--- src/rtl/cnn_pkg.sv ---
// rtl/cnn_pkg.sv - shared CNN geometry defaults, derived widths and window reader FSM states
package cnn_pkg;
    localparam int INPUT_SIZE      = 34;
    localparam int CNN_FILTER_SIZE = 7;
    localparam int CNN_STRIDE      = 2;
    localparam int CNN_NUM_FILTERS = 8;
    localparam int DATA_W          = 32;

    function automatic int calc_out(input int n, input int f, input int s);
        return (n - f) / s + 1;
    endfunction

    // $clog2(1) is 0, but every counter and port still needs at least one bit
    function automatic int width_of(input int count);
        return (count > 1) ? $clog2(count) : 1;
    endfunction

    function automatic int addr_width(input int n);
        return width_of(n * n);
    endfunction

    localparam int OUT    = calc_out(INPUT_SIZE, CNN_FILTER_SIZE, CNN_STRIDE);
    localparam int ADDR_W = addr_width(INPUT_SIZE);
    localparam int OUT_W  = width_of(OUT);

    typedef enum logic [2:0] {
        ST_IDLE    = 3'd0,
        ST_FETCH   = 3'd1,
        ST_LOAD    = 3'd2,
        ST_PRESENT = 3'd3,
        ST_FIN     = 3'd4
    } rd_state_t;
endpackage

--- src/rtl/conv_window_reader_if.sv ---
// rtl/conv_window_reader_if.sv - image buffer read port and window element stream; CONV_WIN_COORD_EN adds window coordinates
interface conv_window_reader_if #(
    parameter int DATA_W = cnn_pkg::DATA_W,
    parameter int ADDR_W = cnn_pkg::ADDR_W
`ifdef CONV_WIN_COORD_EN
    ,
    parameter int OUT_W  = cnn_pkg::OUT_W
`endif
);
    logic              rd_en;
    logic [ADDR_W-1:0] rd_addr;
    logic [DATA_W-1:0] rd_data;
    logic              pix_valid;
    logic              pix_ready;
    logic [DATA_W-1:0] pix_data;
    logic              pix_first;
    logic              pix_last;
`ifdef CONV_WIN_COORD_EN
    logic [OUT_W-1:0]  win_row;
    logic [OUT_W-1:0]  win_col;

    modport master (
        output rd_en, rd_addr, pix_valid, pix_data, pix_first, pix_last, win_row, win_col,
        input  rd_data, pix_ready
    );
    modport slave (
        input  rd_en, rd_addr, pix_valid, pix_data, pix_first, pix_last, win_row, win_col,
        output rd_data, pix_ready
    );
`else
    modport master (
        output rd_en, rd_addr, pix_valid, pix_data, pix_first, pix_last,
        input  rd_data, pix_ready
    );
    modport slave (
        input  rd_en, rd_addr, pix_valid, pix_data, pix_first, pix_last,
        output rd_data, pix_ready
    );
`endif
endinterface

--- src/rtl/conv_window_reader_addr_gen.sv ---
// rtl/conv_window_reader_addr_gen.sv - conv_win_addr_gen: window index counters and adder-only row-major address walk
// CONV_WIN_COORD_EN exposes the output row/column counters.
module conv_win_addr_gen
    import cnn_pkg::*;
#(
    parameter int  INPUT_SIZE      = cnn_pkg::INPUT_SIZE,
    parameter int  CNN_FILTER_SIZE = cnn_pkg::CNN_FILTER_SIZE,
    parameter int  CNN_STRIDE      = cnn_pkg::CNN_STRIDE,
    localparam int ADDR_W          = addr_width(INPUT_SIZE),
    localparam int OUT_N           = calc_out(INPUT_SIZE, CNN_FILTER_SIZE, CNN_STRIDE),
    localparam int OUT_W           = width_of(OUT_N)
) (
    input  logic              clk,
    input  logic              rstb,
    input  logic              clear_i,
    input  logic              advance_i,
    output logic [ADDR_W-1:0] rd_addr_o,
    output logic              first_o,
    output logic              last_o,
`ifdef CONV_WIN_COORD_EN
    output logic [OUT_W-1:0]  orow_o,
    output logic [OUT_W-1:0]  ocol_o,
`endif
    output logic              final_o
);
    localparam int                K_W       = width_of(CNN_FILTER_SIZE);
    localparam logic [K_W-1:0]    K_MAX     = K_W'(CNN_FILTER_SIZE - 1);
    localparam logic [OUT_W-1:0]  O_MAX     = OUT_W'(OUT_N - 1);
    localparam logic [ADDR_W-1:0] KR_STEP   = ADDR_W'(INPUT_SIZE - (CNN_FILTER_SIZE - 1));
    localparam logic [ADDR_W-1:0] OCOL_STEP = ADDR_W'(CNN_STRIDE);
    localparam logic [ADDR_W-1:0] OROW_STEP = ADDR_W'(CNN_STRIDE * INPUT_SIZE);

    logic [K_W-1:0]    kr_q, kr_d, kc_q, kc_d;
    logic [OUT_W-1:0]  orow_q, orow_d, ocol_q, ocol_d;
    logic [ADDR_W-1:0] row_base_q, row_base_d, win_base_q, win_base_d, addr_q, addr_d;

    // addr_q always points at element (kr,kc) of the current window; the bases
    // mark the top-left corner of the current output row and window.
    always_comb begin
        kr_d       = kr_q;
        kc_d       = kc_q;
        orow_d     = orow_q;
        ocol_d     = ocol_q;
        row_base_d = row_base_q;
        win_base_d = win_base_q;
        addr_d     = addr_q;
        if (clear_i) begin
            kr_d       = '0;
            kc_d       = '0;
            orow_d     = '0;
            ocol_d     = '0;
            row_base_d = '0;
            win_base_d = '0;
            addr_d     = '0;
        end else if (advance_i) begin
            if (kc_q != K_MAX) begin
                kc_d   = kc_q + K_W'(1);
                addr_d = addr_q + ADDR_W'(1);
            end else if (kr_q != K_MAX) begin
                kc_d   = '0;
                kr_d   = kr_q + K_W'(1);
                addr_d = addr_q + KR_STEP;
            end else begin
                kc_d = '0;
                kr_d = '0;
                if (ocol_q != O_MAX) begin
                    ocol_d     = ocol_q + OUT_W'(1);
                    win_base_d = win_base_q + OCOL_STEP;
                    addr_d     = win_base_d;
                end else if (orow_q != O_MAX) begin
                    ocol_d     = '0;
                    orow_d     = orow_q + OUT_W'(1);
                    row_base_d = row_base_q + OROW_STEP;
                    win_base_d = row_base_d;
                    addr_d     = row_base_d;
                end else begin
                    // Final element: wrap so the next pass starts at window (0,0)
                    ocol_d     = '0;
                    orow_d     = '0;
                    row_base_d = '0;
                    win_base_d = '0;
                    addr_d     = '0;
                end
            end
        end
    end

    always_ff @(posedge clk) begin
        if (rstb) begin
            kr_q       <= '0;
            kc_q       <= '0;
            orow_q     <= '0;
            ocol_q     <= '0;
            row_base_q <= '0;
            win_base_q <= '0;
            addr_q     <= '0;
        end else begin
            kr_q       <= kr_d;
            kc_q       <= kc_d;
            orow_q     <= orow_d;
            ocol_q     <= ocol_d;
            row_base_q <= row_base_d;
            win_base_q <= win_base_d;
            addr_q     <= addr_d;
        end
    end

    assign rd_addr_o = addr_q;
    assign first_o   = (kr_q == '0) && (kc_q == '0);
    assign last_o    = (kr_q == K_MAX) && (kc_q == K_MAX);
    assign final_o   = last_o && (orow_q == O_MAX) && (ocol_q == O_MAX);
`ifdef CONV_WIN_COORD_EN
    assign orow_o    = orow_q;
    assign ocol_o    = ocol_q;
`endif
endmodule

--- src/rtl/conv_window_reader.sv ---
// rtl/conv_window_reader.sv - streams every convolution receptive field of a buffered image, one element per handshake
// CONV_WIN_COORD_EN adds registered win_row/win_col outputs.
module conv_window_reader
    import cnn_pkg::*;
#(
    parameter int  INPUT_SIZE      = cnn_pkg::INPUT_SIZE,
    parameter int  CNN_FILTER_SIZE = cnn_pkg::CNN_FILTER_SIZE,
    parameter int  CNN_STRIDE      = cnn_pkg::CNN_STRIDE,
    parameter int  DATA_W          = cnn_pkg::DATA_W,
    localparam int ADDR_W          = addr_width(INPUT_SIZE),
    localparam int OUT_N           = calc_out(INPUT_SIZE, CNN_FILTER_SIZE, CNN_STRIDE),
    localparam int OUT_W           = width_of(OUT_N)
) (
    input  logic                 clk,
    input  logic                 rstb,
    input  logic                 start_i,
    output logic                 busy_o,
    output logic                 done_o,
    conv_window_reader_if.master bus
);
    rd_state_t         state_q;
    logic              busy_q, done_q, rd_en_q;
    logic              pix_valid_q, pix_first_q, pix_last_q;
    logic [DATA_W-1:0] pix_data_q;

    logic              handshake, start_accept;
    logic [ADDR_W-1:0] gen_addr;
    logic              gen_first, gen_last, gen_final;
`ifdef CONV_WIN_COORD_EN
    logic [OUT_W-1:0]  gen_orow, gen_ocol;
    logic [OUT_W-1:0]  win_row_q, win_col_q;
`endif

    assign start_accept = (state_q == ST_IDLE) && start_i;
    assign handshake    = (state_q == ST_PRESENT) && pix_valid_q && bus.pix_ready;

    conv_win_addr_gen #(
        .INPUT_SIZE      (INPUT_SIZE),
        .CNN_FILTER_SIZE (CNN_FILTER_SIZE),
        .CNN_STRIDE      (CNN_STRIDE)
    ) u_addr_gen (
        .clk       (clk),
        .rstb      (rstb),
        .clear_i   (start_accept),
        .advance_i (handshake),
        .rd_addr_o (gen_addr),
        .first_o   (gen_first),
        .last_o    (gen_last),
`ifdef CONV_WIN_COORD_EN
        .orow_o    (gen_orow),
        .ocol_o    (gen_ocol),
`endif
        .final_o   (gen_final)
    );

    always_ff @(posedge clk) begin
        if (rstb) begin
            state_q     <= ST_IDLE;
            busy_q      <= 1'b0;
            done_q      <= 1'b0;
            rd_en_q     <= 1'b0;
            pix_valid_q <= 1'b0;
            pix_data_q  <= '0;
            pix_first_q <= 1'b0;
            pix_last_q  <= 1'b0;
`ifdef CONV_WIN_COORD_EN
            win_row_q   <= '0;
            win_col_q   <= '0;
`endif
        end else begin
            done_q <= 1'b0;
            case (state_q)
                ST_IDLE: begin
                    if (start_i) begin
                        state_q <= ST_FETCH;
                        busy_q  <= 1'b1;
                        rd_en_q <= 1'b1;
                    end
                end
                ST_FETCH: begin
                    state_q <= ST_LOAD;
                    rd_en_q <= 1'b0;
                end
                // Buffer data arrives this cycle; the index flags still describe it
                ST_LOAD: begin
                    state_q     <= ST_PRESENT;
                    pix_valid_q <= 1'b1;
                    pix_data_q  <= bus.rd_data;
                    pix_first_q <= gen_first;
                    pix_last_q  <= gen_last;
`ifdef CONV_WIN_COORD_EN
                    win_row_q   <= gen_orow;
                    win_col_q   <= gen_ocol;
`endif
                end
                ST_PRESENT: begin
                    if (handshake) begin
                        pix_valid_q <= 1'b0;
                        if (gen_final) begin
                            state_q <= ST_FIN;
                            done_q  <= 1'b1;
                            busy_q  <= 1'b0;
                        end else begin
                            state_q <= ST_FETCH;
                            rd_en_q <= 1'b1;
                        end
                    end
                end
                ST_FIN: begin
                    state_q <= ST_IDLE;
                end
                default: begin
                    state_q <= ST_IDLE;
                end
            endcase
        end
    end

    assign busy_o        = busy_q;
    assign done_o        = done_q;
    assign bus.rd_en     = rd_en_q;
    assign bus.rd_addr   = gen_addr;
    assign bus.pix_valid = pix_valid_q;
    assign bus.pix_data  = pix_data_q;
    assign bus.pix_first = pix_first_q;
    assign bus.pix_last  = pix_last_q;
`ifdef CONV_WIN_COORD_EN
    assign bus.win_row   = win_row_q;
    assign bus.win_col   = win_col_q;
`endif
endmodule

--- src/flat_wrapper.sv ---
// flat-port wrapper written by rule: the top's interface ports become plain ports
module conv_window_reader_flat import cnn_pkg::*;
#(
    parameter int  INPUT_SIZE      = cnn_pkg::INPUT_SIZE,
    parameter int  CNN_FILTER_SIZE = cnn_pkg::CNN_FILTER_SIZE,
    parameter int  CNN_STRIDE      = cnn_pkg::CNN_STRIDE,
    parameter int  DATA_W          = cnn_pkg::DATA_W,
    localparam int ADDR_W          = addr_width(INPUT_SIZE),
    localparam int OUT_N           = calc_out(INPUT_SIZE, CNN_FILTER_SIZE, CNN_STRIDE),
    localparam int OUT_W           = width_of(OUT_N)
)
  (clk, rstb, start_i, busy_o, done_o, bus_rd_en, bus_rd_addr, bus_pix_valid, bus_pix_data, bus_pix_first, bus_pix_last, bus_rd_data, bus_pix_ready);
  conv_window_reader_if #(.DATA_W(DATA_W)) bus_i ();
  input  logic clk;
  input  logic rstb;
  input  logic start_i;
  output logic busy_o;
  output logic done_o;
  output wire logic [$bits(bus_i.rd_en)-1:0] bus_rd_en;
  output wire logic [$bits(bus_i.rd_addr)-1:0] bus_rd_addr;
  output wire logic [$bits(bus_i.pix_valid)-1:0] bus_pix_valid;
  output wire logic [$bits(bus_i.pix_data)-1:0] bus_pix_data;
  output wire logic [$bits(bus_i.pix_first)-1:0] bus_pix_first;
  output wire logic [$bits(bus_i.pix_last)-1:0] bus_pix_last;
  input wire logic [$bits(bus_i.rd_data)-1:0] bus_rd_data;
  input wire logic [$bits(bus_i.pix_ready)-1:0] bus_pix_ready;
  assign bus_rd_en = bus_i.rd_en;
  assign bus_rd_addr = bus_i.rd_addr;
  assign bus_pix_valid = bus_i.pix_valid;
  assign bus_pix_data = bus_i.pix_data;
  assign bus_pix_first = bus_i.pix_first;
  assign bus_pix_last = bus_i.pix_last;
  assign bus_i.rd_data = bus_rd_data;
  assign bus_i.pix_ready = bus_pix_ready;
  conv_window_reader #(.INPUT_SIZE(INPUT_SIZE), .CNN_FILTER_SIZE(CNN_FILTER_SIZE), .CNN_STRIDE(CNN_STRIDE), .DATA_W(DATA_W)) u_core (.clk(clk), .rstb(rstb), .start_i(start_i), .busy_o(busy_o), .done_o(done_o), .bus(bus_i));
endmodule
--- config.mk ---
export PLATFORM = sky130hd
export DESIGN_NAME = conv_window_reader_flat
export DESIGN_NICKNAME = d
export VERILOG_FILES = /design/src/rtl/cnn_pkg.sv /design/src/rtl/conv_window_reader_if.sv /design/src/rtl/conv_window_reader_addr_gen.sv /design/src/rtl/conv_window_reader.sv /design/src/flat_wrapper.sv
export SDC_FILE = /design/constraint.sdc
export NUM_CORES = 1
export LEC_CHECK = 0
export CORE_MARGIN = 3
export CORE_UTILIZATION = 55
export CTS_CLUSTER_DIAMETER = 200
export DETAILED_ROUTE_END_ITERATION = 6
export PLACE_DENSITY_LB_ADDON = 0.05
export SYNTH_ARGS = -nofsm -noshare
export SYNTH_HDL_FRONTEND = slang
export SYNTH_SLANG_ARGS = --single-unit
--- constraint.sdc ---
create_clock -name clk -period 3.1 [get_ports clk]
set_clock_uncertainty 0.15 [all_clocks]
set_input_delay 0.465 -clock clk [delete_from_list [all_inputs] [get_ports clk]]
set_output_delay 0.465 -clock clk [all_outputs]
set_load 0.005 [all_outputs]
; ---- After elaboration in Yosys (flattened, before gate mapping)
; Index checks and enable logic that the tools add are counted.
[word_totals]
ff_bits = 88
latchBits = 0
ramBits = 0
romBits = 0
out_inout_bits = 49
word_cells = 87
memories = 0
[classes]
addsub = 8
n_mul = 0
div_mod_pow = 0
magnitude_cmp = 0
eq_ne = 15
shift = 0
muxes = 22
n_bitwise = 5
n_reduce_logical = 22
[ops]
columns = op, count
row1 = 2-to-1 mux 11 bit, 4
row2 = 2-to-1 mux 3 bit, 5
row3 = case mux 3 bit (4 select lines), 1
row4 = AND reduction 4 bit, 3
row5 = adder 11 x 1 -> 11 bit (second input constant), 1
row6 = adder 11 x 2 -> 11 bit (second input constant), 1
row7 = adder 11 x 5 -> 11 bit (second input constant), 1
row8 = adder 11 x 7 -> 11 bit (second input constant), 1
row9 = logical NOT 3 bit, 3
row10 = adder 4 x 1 -> 4 bit (second input constant), 2
row11 = == test 4 bit (second input constant), 2
row12 = 2-to-1 mux 4 bit, 2
row13 = != test 4 bit (second input constant), 2
row14 = logical AND 1 bit, 7
row15 = 2-to-1 mux 1 bit, 7
row16 = adder 3 x 1 -> 3 bit (second input constant), 2
row17 = == test 3 x 2 -> 1 bit (second input constant), 2
row18 = == test 3 bit (second input constant), 2
row19 = != test 3 bit (second input constant), 2
row20 = AND reduction 2 bit, 3
row21 = inverter 1 bit, 5
row22 = != test 2 x 1 -> 1 bit (second input constant), 2
row23 = != test 2 bit (second input constant), 2
row24 = case mux 1 bit (2 select lines), 2
row25 = other kinds (7), 8

; ---- Logic depth before layout (Yosys ltp)
[logic_depth]
word_depth = 7
depth_mapped = 8
ltp_nobuf = 7

; ---- Hierarchy
; From an unflattened synthesis, not the netlist that was laid out.
[unflattened]
cells_unflattened = 540
hier_area_um2 = 4265.3
[by_module_without_submodules]
columns = module, instances, cells_per_inst, area_per_inst_um2, seq_area_each_um2
row1 = conv_win_addr_gen, 1, 354, 2747.6, 940.9
row2 = conv_window_reader, 1, 186, 1517.7, 820.8

; ---- Worst setup path after synthesis
; No wires, ideal clock.
[synth_path]
path_type = reg2reg
start = register u_core.u_addr_gen.kc_q[1]
end = register u_core.state_q[0]
setup_ns = 0.130
arrival_time_ns = 1.492
slack_ns = 1.328
path_stages_with_launch = 8
cell_sequence = dfxtp_1 buf_2 nand3b_1 nor4_2 buf_4 nand3_1 a2bb2oi_1 nor3_1
[synth_between]
elab_chain_len = 7
[synth_lines]
columns = item, line
row1 = "start, declared", conv_window_reader_addr_gen.sv:33  ; logic [K_W-1:0] kr_q, kr_d, kc_q, kc_d;
row2 = "start signal, assigned", conv_window_reader_addr_gen.sv:99  ; kc_q <= kc_d;
row3 = == test 3 bit, conv_window_reader_addr_gen.sv:110  ; assign last_o = (kr_q == K_MAX) && (kc_q == K_MAX);
row4 = logical AND 1 bit, conv_window_reader_addr_gen.sv:110
row5 = logical AND 1 bit (2 in series), conv_window_reader_addr_gen.sv:111  ; assign final_o = last_o && (orow_q == O_MAX) && (ocol_q == O_MAX);
row6 = 2-to-1 mux 3 bit, conv_window_reader.sv:99  ; if (gen_final) begin
row7 = 2-to-1 mux 3 bit, conv_window_reader.sv:97  ; if (handshake) begin
row8 = case mux 3 bit (4 select lines), conv_window_reader.sv:72  ; case (state_q)
row9 = "end signal, assigned", conv_window_reader.sv:75  ; state_q <= ST_FETCH;
row10 = "end signal, assigned", conv_window_reader.sv:100  ; state_q <= ST_FIN;
row11 = "end signal, assigned", conv_window_reader.sv:104  ; state_q <= ST_FETCH;
row12 = "end, declared", conv_window_reader.sv:21  ; rd_state_t state_q;
; No other way between the ends. The select of a mux whose other input is x is not followed.
; A chain may end at the register's enable or synchronous reset.

; ---- Worst setup path in the final report
[layout_path]
start = register u_core.u_addr_gen.kc_q[1]
end = register u_core.u_addr_gen.addr_q[3], in the netlist u_core.u_addr_gen.rd_addr_o[3]
[layout_between]
elab_chain_len = 2
[layout_lines]
columns = item, line
row1 = != test 3 bit, conv_window_reader_addr_gen.sv:56  ; if (kc_q != K_MAX) begin
row2 = 2-to-1 mux 11 bit, conv_window_reader_addr_gen.sv:56
row3 = "end signal, assigned", conv_window_reader_addr_gen.sv:104  ; addr_q <= addr_d;
row4 = "end, declared", conv_window_reader_addr_gen.sv:35  ; logic [ADDR_W-1:0] row_base_q, row_base_d, win_base_q, win_base_d, addr_q, addr_d;
; No other way between the ends.

==> results.yml <==
logic_synthesis:
  ys_warn_count: 0
  netlist.area_leader.share_pct: 42.6
  synth_area_leader_cell: "dfxtp_1"
  synth.yosys.seq_area_share_pct: 42.6
  ys.flop_type: "dfxtp_1"
  syn-cell-area_um2: 4140
  synth_cells: 520
  synth_edf_count: 0
  ys_ff_latch: 88
  yosysUniqueCellTypes: 59
  synth_area_per_cell_um2: 7.96
  synthArstFlopShare_pct: 0
  yosys-top-cells-area: "dfxtp_1 43%, a21oi_1 9.1%, nand2_1 8.7%"
  synth_nets: 561
power:
  intPower_uw: 1680
  p_comb_share_pct: 10.1
  sw_frac_of_total_pct: 24.6
  p_sw_uw: 548
  ir_drop_mv: 0.312
  p_leak_uw: 0.00177
  power_uw: 2230
  clkPwrFrac_pct: 36.8
  power_density_nw_per_um2: 428
  power.share.sequential_pct: 53.1
timing:
  clock.fmax_mhz: 411
  timing.final.crit_period_ns: 2.43
  report.final.slew_viol_count: 0
  grt_setup_unrepaired: "no"
  worst_pin_slew_ns: 0.878
  slew_headroom_pct: 41.2
  holdWs_ns: 0.307
  setup_violations: 0
  fin_crit_sh_pct: 78.5
  setup_tns_ns: 0
  hold_viol_final: 0
global_routing:
  grtUsageMet2_pct: 40.1
  overflow: 0
  grt_max_degree: 40
  grt_usage_pct: 24.6
  grt_pass1_vias: 3751
  busiest_layer: "met2"
  grtUsageMet3_pct: 3.57
  use_met1_pct: 33.2
  grt_pass1_wl_um: 17400
  antenna_found_initial: 0
layout:
  nets: 629
  drive_gt1_share_pct: 6.07
  antennaDiodeCount: 0
  area_growth_pct: 26.0
  fillers: 610
worst_setup_path:
  path_delay_family: "simple AND/OR/NAND/NOR gates"
  crit_fanout: 14
  worstSetupStartpointType: "flop"
  slowest_stage: "and3b_1"
  r2r_slack_ns: 0.67
  critPathMostFrequentCell: "a211oi_1"
  crit_required_ns: 3.22
  path_class: "reg2reg"
  cp_slowest_stage_delay_ns: 0.53
  arrival_ns: 2.55
  worstSetupEndpointType: "flop"
  worstPathCellList: "and3b_1 -> nand2_1 -> a211oi_1 -> nor3_1 -> a211oi_1"
  crit_buf_inv: 0
placement:
  gp_congestion: 0.881
  io_buffers: 84
  hpwlAfterDp_um: 7370
detailed_routing:
  drc: 0
  wirelength_um: 10600
  vias: 4062
  viasPerCell: 5.87
  drtAntennaViolNets: 0
  drt_pass1_iterations: 6
  drtIter0Drc: 246
  post_drt_wl_per_cell_um: 15.3
hold_path:
  hp-class: "reg2reg"
clocking:
  clock_latency_ns: 0.36
  cts_setup_buffers: 0
  cts_buffer_depth: 2
  cts_hold_buf: 0
  root_buffer: "clkbuf_8"
  cts_resized: 0
  cts.sinks: 88
  cts_inserted_buffers: 9
  cts_tree: "done"
  clk_pin_slew_worst_paths_ns: 0.09
  htree_num_levels: 3
floorplanning:
  die_w_um: 92.8
  core_area_um2: 7290
  die_height_um: 92.8
  rows: 31
  dieArea_um2: 8600
  ios: 85
  initial_core_util_pct: 56.8
run_status:
  outcome: "finished clean"
job:
  drv_cap: 0
area by class of cell:
type	instances	area [um^2]	area share, %
clock buffers	10	138	2.64
inverters	8	30.0	0.576
flip-flops and latches	88	1760	33.8
clock inverters	6	67.6	1.29
well taps	99	124	2.37
repair buffers	93	908	17.4
multi-input cells	388	2190	41.9
flip-flops by register name (all words and copies together), names as in the netlist, 4 cells and up:
register                      count
u_core.bus.pix_data              32
u_core.u_addr_gen.rd_addr_o      11
u_core.u_addr_gen.row_base_q     11
u_core.u_addr_gen.win_base_q     11
u_core.u_addr_gen.ocol_q          4
u_core.u_addr_gen.orow_q          4
worst paths after layout:
check                                                                   end                                    from  depth (start not counted)
worst max-delay path            u_core.u_addr_gen.rd_addr_o[3]$_SDFFE_PP0P_  u_core.u_addr_gen.kc_q[1]$_SDFFE_PP0P_                          5
worst min-delay path                   u_core.bus.pix_data[11]$_SDFFE_PP0P_    u_core.bus.pix_data[11]$_SDFFE_PP0P_                          2
worst max register to register  u_core.u_addr_gen.rd_addr_o[3]$_SDFFE_PP0P_  u_core.u_addr_gen.kc_q[1]$_SDFFE_PP0P_                          5
worst min register to register         u_core.bus.pix_data[11]$_SDFFE_PP0P_    u_core.bus.pix_data[11]$_SDFFE_PP0P_                          2
logic make-up after synthesis:
kind of cell    Yosys count  synth area share (%)
xor+xnor                 15                  3.17
fa+ha+maj                 5                  1.51
simple gates            212                  24.4
buf+inv                  44                  4.71
flops                    88                  42.6
compound gates          154                  23.1
mux                       2                 0.484
layer usage:
metal,routed length [um],part of all wire (%)
met1,4830,46
met2,5030,48
met3,518,4.9
met4,186,1.8
met5,0,0
worst reg2reg max path: cells and delay by family (launching register included):
| family | cells | cell delay [ns] |
|---|---|---|
| and+or+nand+nor | 3 | 0.99 |
| AOI/OAI and AO/OA | 2 | 0.74 |
| DFF | 1 | 0.46 |
cells in the final DEF, fill, tap and decap left out, types with 5 or more instances in the layout:
cell type / Yosys / final
nand2_1: 96 / 96
dfxtp_1: 88 / 88
clkdlybuf4s50_1: 0 / 84
a21oi_1: 75 / 75
nor2_1: 35 / 35
nand3_1: 23 / 23
o21ai_0: 23 / 23
clkbuf_8: 0 / 10
nor3_1: 10 / 9
buf_4: 1 / 9
inv_1: 8 / 8
xnor2_1: 8 / 8
nand4_1: 7 / 7
xor2_1: 7 / 7
a31oi_1: 7 / 7
a211oi_1: 6 / 6
and3_1: 6 / 6
nand4b_1: 5 / 5
or3_1: 5 / 5
o211ai_1: 5 / 5
a311oi_1: 5 / 5
ha_1: 5 / 5
power groups by stage:
stage	clock (uW)	combinational (uW)	sequential (uW)
detailed placement	0	227	1210
floorplan	0	97.7	1210
CTS	839	228	1180
global route	876	248	1190
global placement	0	223	1210
finish	821	226	1180
metrics by stage:
stage	instances	utilization, %	area [um^2]	setup WS, ns
3_5_place_dp	676	68.7	5010	0.495
3_3_place_gp	676	68.7	5010	0.582
6_report	692	71.6	5220	0.667
5_1_grt	692	71.6	5220	0.470
2_1_floorplan	520	-	4140	1.33
4_1_cts	692	71.6	5220	0.713
synth_stat cells (all sizes together), types with 2 or more instances:
cell type and number:
o31ai 2, a22oi 2, and2 3, o21ai 23
nand3 23, and3 6, clkbuf 21, nor2 35
a221o 2, a211o 2, mux2i 2, xor2 7
o22ai 3, inv 8, nand3b 3, a211oi 6
nand2 97, and3b 2, buf 15, ha 5
or3 5, nor3 11, nor4 4, nand2b 3
xnor2 8, a311oi 5, nand4 7, a41oi 3
a2bb2oi 2, a32oi 2, dfxtp 88, a31o 2
a21oi 75, o2111ai 3, and4b 3, o221a 3
nand4b 5, o211ai 5, a31oi 7
(Power assumes the default switching activity.)
